$ cat src/rtl/fifo_pkg.sv
// fifo_pkg: shared widths, word type and parameter checks for the asymmetric FIFO read side
package fifo_pkg;

    localparam int DSIZE_DEF = 32;
    localparam int OSIZE_DEF = 8;

    typedef logic [DSIZE_DEF-1:0] data_t;

    // A word must split into a whole number of beats
    function automatic bit ratio_ok(input int dsize, input int osize);
        return (osize > 0) && (dsize % osize == 0);
    endfunction

endpackage

$ cat src/rtl/word_buf2.sv
// word_buf2: two-entry word buffer with push/pop and occupancy count
module word_buf2
    import fifo_pkg::*;
#(
    parameter int W = DSIZE_DEF
) (
    input  logic         clk_i,
    input  logic         rst_ni,
    input  logic         push_i,
    input  logic [W-1:0] data_i,
    input  logic         pop_i,
    output logic [W-1:0] head_o,
    output logic [1:0]   cnt_o
);

    logic [W-1:0] mem_q [2];
    logic         head_q, head_d;
    logic         tail_q, tail_d;
    logic [1:0]   cnt_q, cnt_d;

    // Pointers toggle on each push/pop; count tracks the difference
    always_comb begin
        head_d = head_q ^ pop_i;
        tail_d = tail_q ^ push_i;
        cnt_d  = cnt_q + {1'b0, push_i} - {1'b0, pop_i};
    end

    // Pointer and count registers, cleared on reset so buffered words are discarded
    always_ff @(posedge clk_i or negedge rst_ni) begin
        if (!rst_ni) begin
            head_q <= 1'b0;
            tail_q <= 1'b0;
            cnt_q  <= 2'd0;
        end else begin
            head_q <= head_d;
            tail_q <= tail_d;
            cnt_q  <= cnt_d;
        end
    end

    // Word storage carries no reset; the top gates its output while empty
    always_ff @(posedge clk_i) begin
        if (push_i) mem_q[tail_q] <= data_i;
    end

    assign head_o = mem_q[head_q];
    assign cnt_o  = cnt_q;

`ifndef SYNTHESIS
    // A capture into a full buffer without a same-cycle retire would drop a word
    a_no_overflow: assert property (@(posedge clk_i) disable iff (!rst_ni)
        !(push_i && !pop_i && cnt_q == 2'd2))
        else $error("word_buf2: capture into full buffer");

    a_cnt_range: assert property (@(posedge clk_i) disable iff (!rst_ni) cnt_q <= 2'd2)
        else $error("word_buf2: count out of range");
`endif

endmodule

$ cat src/rtl/fifo_rd_unpacker.sv
// fifo_rd_unpacker: pops FIFO words and streams them as LSB-first narrow beats
module fifo_rd_unpacker
    import fifo_pkg::*;
#(
    parameter int DSIZE = DSIZE_DEF,
    parameter int OSIZE = OSIZE_DEF
) (
    input  logic             i_clk,
    input  logic             i_rst_n,
    output logic             o_fifo_rd,
    input  logic [DSIZE-1:0] i_fifo_rdata,
    input  logic             i_fifo_rempty,
    output logic [OSIZE-1:0] o_tdata,
    output logic             o_tvalid,
    input  logic             i_tready,
    output logic             o_tlast,
    output logic             o_busy
);

    localparam int            RATIO = DSIZE / OSIZE;
    localparam int            BW    = (RATIO > 1) ? $clog2(RATIO) : 1;
    localparam logic [BW-1:0] LAST  = BW'(RATIO - 1);

    if (!ratio_ok(DSIZE, OSIZE)) begin : g_bad_ratio
        $error("fifo_rd_unpacker: DSIZE must be a multiple of OSIZE");
    end

    logic             inflight_q, inflight_d;
    logic [BW-1:0]    beat_q, beat_d;
    logic [1:0]       cnt;
    logic [1:0]       occ;
    logic [DSIZE-1:0] head;
    logic             accept;
    logic             retire;

    // Registered read data lands one cycle after the pop, so the in-flight flag is the push
    word_buf2 #(.W(DSIZE)) u_buf (
        .clk_i  (i_clk),
        .rst_ni (i_rst_n),
        .push_i (inflight_q),
        .data_i (i_fifo_rdata),
        .pop_i  (retire),
        .head_o (head),
        .cnt_o  (cnt)
    );

    // Stream handshake, refill decision (room counts the pop in flight) and beat sequencing
    always_comb begin
        o_tvalid   = cnt != 2'd0;
        accept     = o_tvalid & i_tready;
        retire     = accept & (beat_q == LAST);
        occ        = cnt + {1'b0, inflight_q};
        o_fifo_rd  = !i_fifo_rempty & ((occ < 2'd2) | ((occ == 2'd2) & retire));
        inflight_d = o_fifo_rd;
        beat_d     = accept ? (retire ? '0 : beat_q + 1'b1) : beat_q;
        o_tlast    = o_tvalid & (beat_q == LAST);
        o_tdata    = o_tvalid ? head[beat_q*OSIZE +: OSIZE] : '0;
        o_busy     = o_tvalid | inflight_q;
    end

    // Reset drops any pop in flight and restarts at the first slice
    always_ff @(posedge i_clk or negedge i_rst_n) begin
        if (!i_rst_n) begin
            inflight_q <= 1'b0;
            beat_q     <= '0;
        end else begin
            inflight_q <= inflight_d;
            beat_q     <= beat_d;
        end
    end

endmodule
$ cat config.mk
export PLATFORM = sky130hd
export DESIGN_NAME = fifo_rd_unpacker
export DESIGN_NICKNAME = d
export VERILOG_FILES = /design/src/rtl/fifo_pkg.sv /design/src/rtl/word_buf2.sv /design/src/rtl/fifo_rd_unpacker.sv
export SDC_FILE = /design/constraint.sdc
export NUM_CORES = 1
export LEC_CHECK = 0
export ABC_AREA = 0
export CAP_MARGIN = 25
export CELL_PAD_IN_SITES_DETAIL_PLACEMENT = 0
export CELL_PAD_IN_SITES_GLOBAL_PLACEMENT = 1
export CORE_AREA = 8 8 102 95
export CTS_CLUSTER_DIAMETER = 120
export DETAILED_ROUTE_END_ITERATION = 16
export DIE_AREA = 0 0 110 103
export PLACE_DENSITY_LB_ADDON = 0.25
export RECOVER_POWER = 100
export SYNTH_ARGS = -nofsm -noshare
export SYNTH_HDL_FRONTEND = slang
export SYNTH_HIERARCHICAL = 1
export SYNTH_SLANG_ARGS = --single-unit
$ cat constraint.sdc
create_clock -name i_clk -period 2.2 [get_ports i_clk]
set_input_delay 0.44 -clock i_clk [delete_from_list [all_inputs] [get_ports i_clk]]
set_output_delay 0.44 -clock i_clk [all_outputs]
set_load 0.02 [all_outputs]
==> summary.txt <==
Logic synthesis
  • Dominant cells by area after synthesis: edfxtp_1 62%, mux2_4 14%, mux4_2 5.8%, dfrtp_1 5.6%, ha_1 2.4%
  • Post-synth cell types: 23
  • Mapped Cells: approximately 150
  • Syn Std Cell Area: approximately 0.0031 mm²
  • Syn_nets: between 150 and 200
  • Most common cell in the netlist: edfxtp_1
  • Top cell type's share of synthesized area: approximately 62%
  • FFs w/ async S/R, synth: between 9 and 10%
  • Synth Warn #: 6
  • Top_reg_cell synth: edfxtp_1
  • EDFF count, synth: 64
  • Largest area contributor in the netlist: edfxtp_1
  • Synth top cells by count: 64 x edfxtp_1, 29 x mux2_4, 9 x and2_1
  • Avg Cell Area, Syn: a little over 20 µm²
  • #FFs+latches synth: 71
  • Seq/Total Area, Yosys: between 60% and 70%

Power and ir drop
  • Leak pwr: 1.526 nW
  • Power density cells: about 1400 mW/mm²
  • Final Power: about 5.6 mW
  • VDD IR max: 0.6529 mV

Placement
  • Gp weighted congestion: approximately 0.76
  • Buffers on Ports: 47
  • Post-DP HPWL: around 3.7 mm

Finish
  • Final nets: 260
  • Area occupied by multi-input gates: 920.9 µm²
  • ANT cells: 0
  • Syn-to-layout area delta: 28.05%
  • Register Area: between 0.002 and 0.0025 mm²
  • Layout cells sized above 1: 39.91%
  • Fill cells: 649

Drt
  • DRT Wirelength: 5.631 mm
  • Vias post-DR: around 1500
  • Wire length per cell: roughly 17 µm
  • Vias/cell: about 4.8
  • DR DRC count: 0
  • Drt initial violations: 36
  • Routed Antenna Nets: 0
  • Drt pass-1 iters: 4

Worst setup path
  • RR Startpoint: u_buf/cnt_o[0]
  • Critical path class: reg -> out
  • Reg-to-reg endpoint: u_buf/cnt_o[1]
  • R2r worst-path depth: 7
  • Crit path largest cell delay: about 0.47 ns
  • Critical path capture point type: primary output
  • Crit-path cells: buf_12 -> buf_16 -> mux2_4 -> mux4_2 -> and2_4 -> buf_6
  • Worst Path Required: roughly 1.8 ns
  • Worst Setup Start Kind: flop
  • Reg2Reg Setup Slack: about 0.25 ns
  • Worst EP arrival: between 2 and 2.5 ns
  • Slowest stage cell, crit path: dfrtp_2
  • Critical Path Fanout Max: 8

Run
  • Max cap viols: 0

CTS
  • TritonCTS clock tree: done
  • H-tree depth: 3
  • CTS Buf Count: 9
  • Clk buf depth: 2
  • CTS root buf: clkbuf_8
  • Clock-pin slew on the worst setup and hold paths: around 0.070 ns
  • Clock sink total: between 70 and 80
  • Hold buffer count at CTS: 0
  • Worst skew pair latency: around 0.33 ns

Hold path
  • Hold WC Path Type: in -> async

Global route
  • GRT met1 Usage: between 10% and 20%
  • Initial antenna violation count: 0
  • GR met2 Demand/Resource: 18.52%
  • Pin count of the biggest net entering global routing: 33
  • Met3 usage: approximately 3.2%
  • GR Util All Layers: 10.86%
  • Layer with the highest usage: met2
  • Number of global-route vias before repair: about 1800
  • Gr ovfl total: 0
  • First-pass GRT wire length: 8.949 mm

Timing
  • Top achievable clock speed: 389.5 MHz
  • Slew Viols, Final: 0
  • Measured slew at the worst slew-check pin: 0.8683 ns
  • Post-layout min period: roughly 2.6 ns
  • # setup viols final: 9
  • Rel. slew slack: a little over two fifths
  • Period utilization: 116.7%
  • Skew final: between 0.007 and 0.008 ns
  • WHS: about 0.45 ns
  • RSZ-0062 raised after global routing: yes
  • Fin. Hold Viols: 0
  • Post-route worst setup slack: -0.3676 ns

Floorplan
  • Total die area: ~0.011 mm²
  • Die width: between 100 and 150 µm
  • Initial Util: about two fifths
  • Total core area: around 0.0079 mm²
  • # IOs: 48
  • Chip height: approximately 100 µm
  • Rows: 31

Status
  • Status: finished, violations left
  • Failing checks: setup timing
kinds of logic after synthesis:
group	count (synthesis)	synth area share [%]
flip-flops	71	67.55
multiplexers	42	21.64
AND/OR/NAND/NOR	17	3.467
buffers and inverters	11	3.426
adder cells (fa/ha/maj)	6	2.418
XOR/XNOR	2	1.048
AO/OA/AOI/OAI	2	0.4433
how the worst max path moves through the flow:
stage                            start          to  slack, ns  cells after the start
final                     u_buf/head_q  o_tdata[3]      -0.37                      6
after detailed placement      i_tready   o_fifo_rd      -0.38                      4
after floorplan           u_buf/head_q  o_tdata[0]       0.17                      5
after global routing      u_buf/head_q  o_tdata[3]      -0.44                      6
after CTS                 u_buf/head_q  o_tdata[3]      -0.44                      5
after global placement    u_buf/head_q  o_tdata[4]      -0.31                      5
where the power goes:
| group | leakage [nW] | total (mW) | internal (mW) | switching (mW) |
|---|---|---|---|---|
| sequential | 0.671 | 2.01 | 1.87 | 0.132 |
| combinational | 0.759 | 2.58 | 1.49 | 1.09 |
| clock | 0.0960 | 0.985 | 0.520 | 0.466 |
| total | 1.53 | 5.57 | 3.88 | 1.69 |
through the flow:
| step | setup slack [ns] | TNS, ns | instances | utilization (%) | instance area (µm²) |
|---|---|---|---|---|---|
| after floorplan | 0.1726 | 0 | 151 | - | 3104 |
| after global placement | -0.3054 | -2.615 | 302 | 47.29 | 3724 |
| after detailed placement | -0.3848 | -2.892 | 302 | 47.29 | 3724 |
| after CTS | -0.4362 | -3.086 | 321 | 50.45 | 3973 |
| after global routing | -0.4364 | -3.238 | 322 | 50.48 | 3975 |
| final | -0.3676 | -2.540 | 322 | 50.48 | 3975 |
state kept, by name (all words and copies together) (netlist names):
| name | count |
|---|---|
| u_buf/head_q | 1 |
| inflight_q | 1 |
| u_buf/mem_q | 64 |
| u_buf/tail_q | 1 |
| beat_q | 2 |
| u_buf/cnt_o | 2 |
layout make-up:
| type | instances | area share, % |
|---|---|---|
| Sequential cell | 71 | 52.79 |
| Inverter | 4 | 0.3777 |
| Timing Repair Buffer | 63 | 15.80 |
| Clock buffer | 10 | 3.211 |
| Tap cell | 99 | 3.116 |
| Clock inverter | 6 | 1.542 |
| Multi-Input combinational cell | 69 | 23.17 |
cells in the final DEF, fill, tap and decap left out, types with 2 or more instances in the layout:
master / synthesis / final
dlygate4sd3_1: 0 / 33
edfxtp_1: 64 / 64
clkbuf_1: 1 / 3
buf_6: 2 / 9
dlygate4sd2_1: 0 / 3
ha_1: 6 / 6
dfrtp_1: 7 / 6
buf_4: 0 / 8
mux2_4: 29 / 29
mux4_2: 8 / 8
buf_12: 3 / 2
and2_4: 0 / 7
clkbuf_8: 0 / 9
clkinv_2: 0 / 3
mux2_2: 5 / 5
clkbuf_2: 1 / 2
clkdlybuf4s50_1: 0 / 2
nor2b_1: 2 / 2
inv_1: 4 / 4
metal layers:
metal,part of all wire (%),routed length (µm)
met5,0,0
met4,2.4,134
met3,6.1,346
met2,50,2841
met1,41,2308
worst max-delay path: cells and delay by family (launching register included):
| kind | cells | cell delay, ns |
|---|---|---|
| DFF | 1 | 0.47 |
| buffers and inverters | 3 | 0.41 |
| muxes | 2 | 0.75 |
| and+or+nand+nor | 1 | 0.17 |
repair_timing:
action                                  in CTS  in global routing
setup buffers                                1                  3
gates resized for setup                     54                 14
endpoints found under the setup margin      12                  9
gates cloned                                 2                  0
pin swaps                                    1                  2
endpoints found under the hold margin        0                  0
Note: power is estimated with default switching activity, not from simulation.
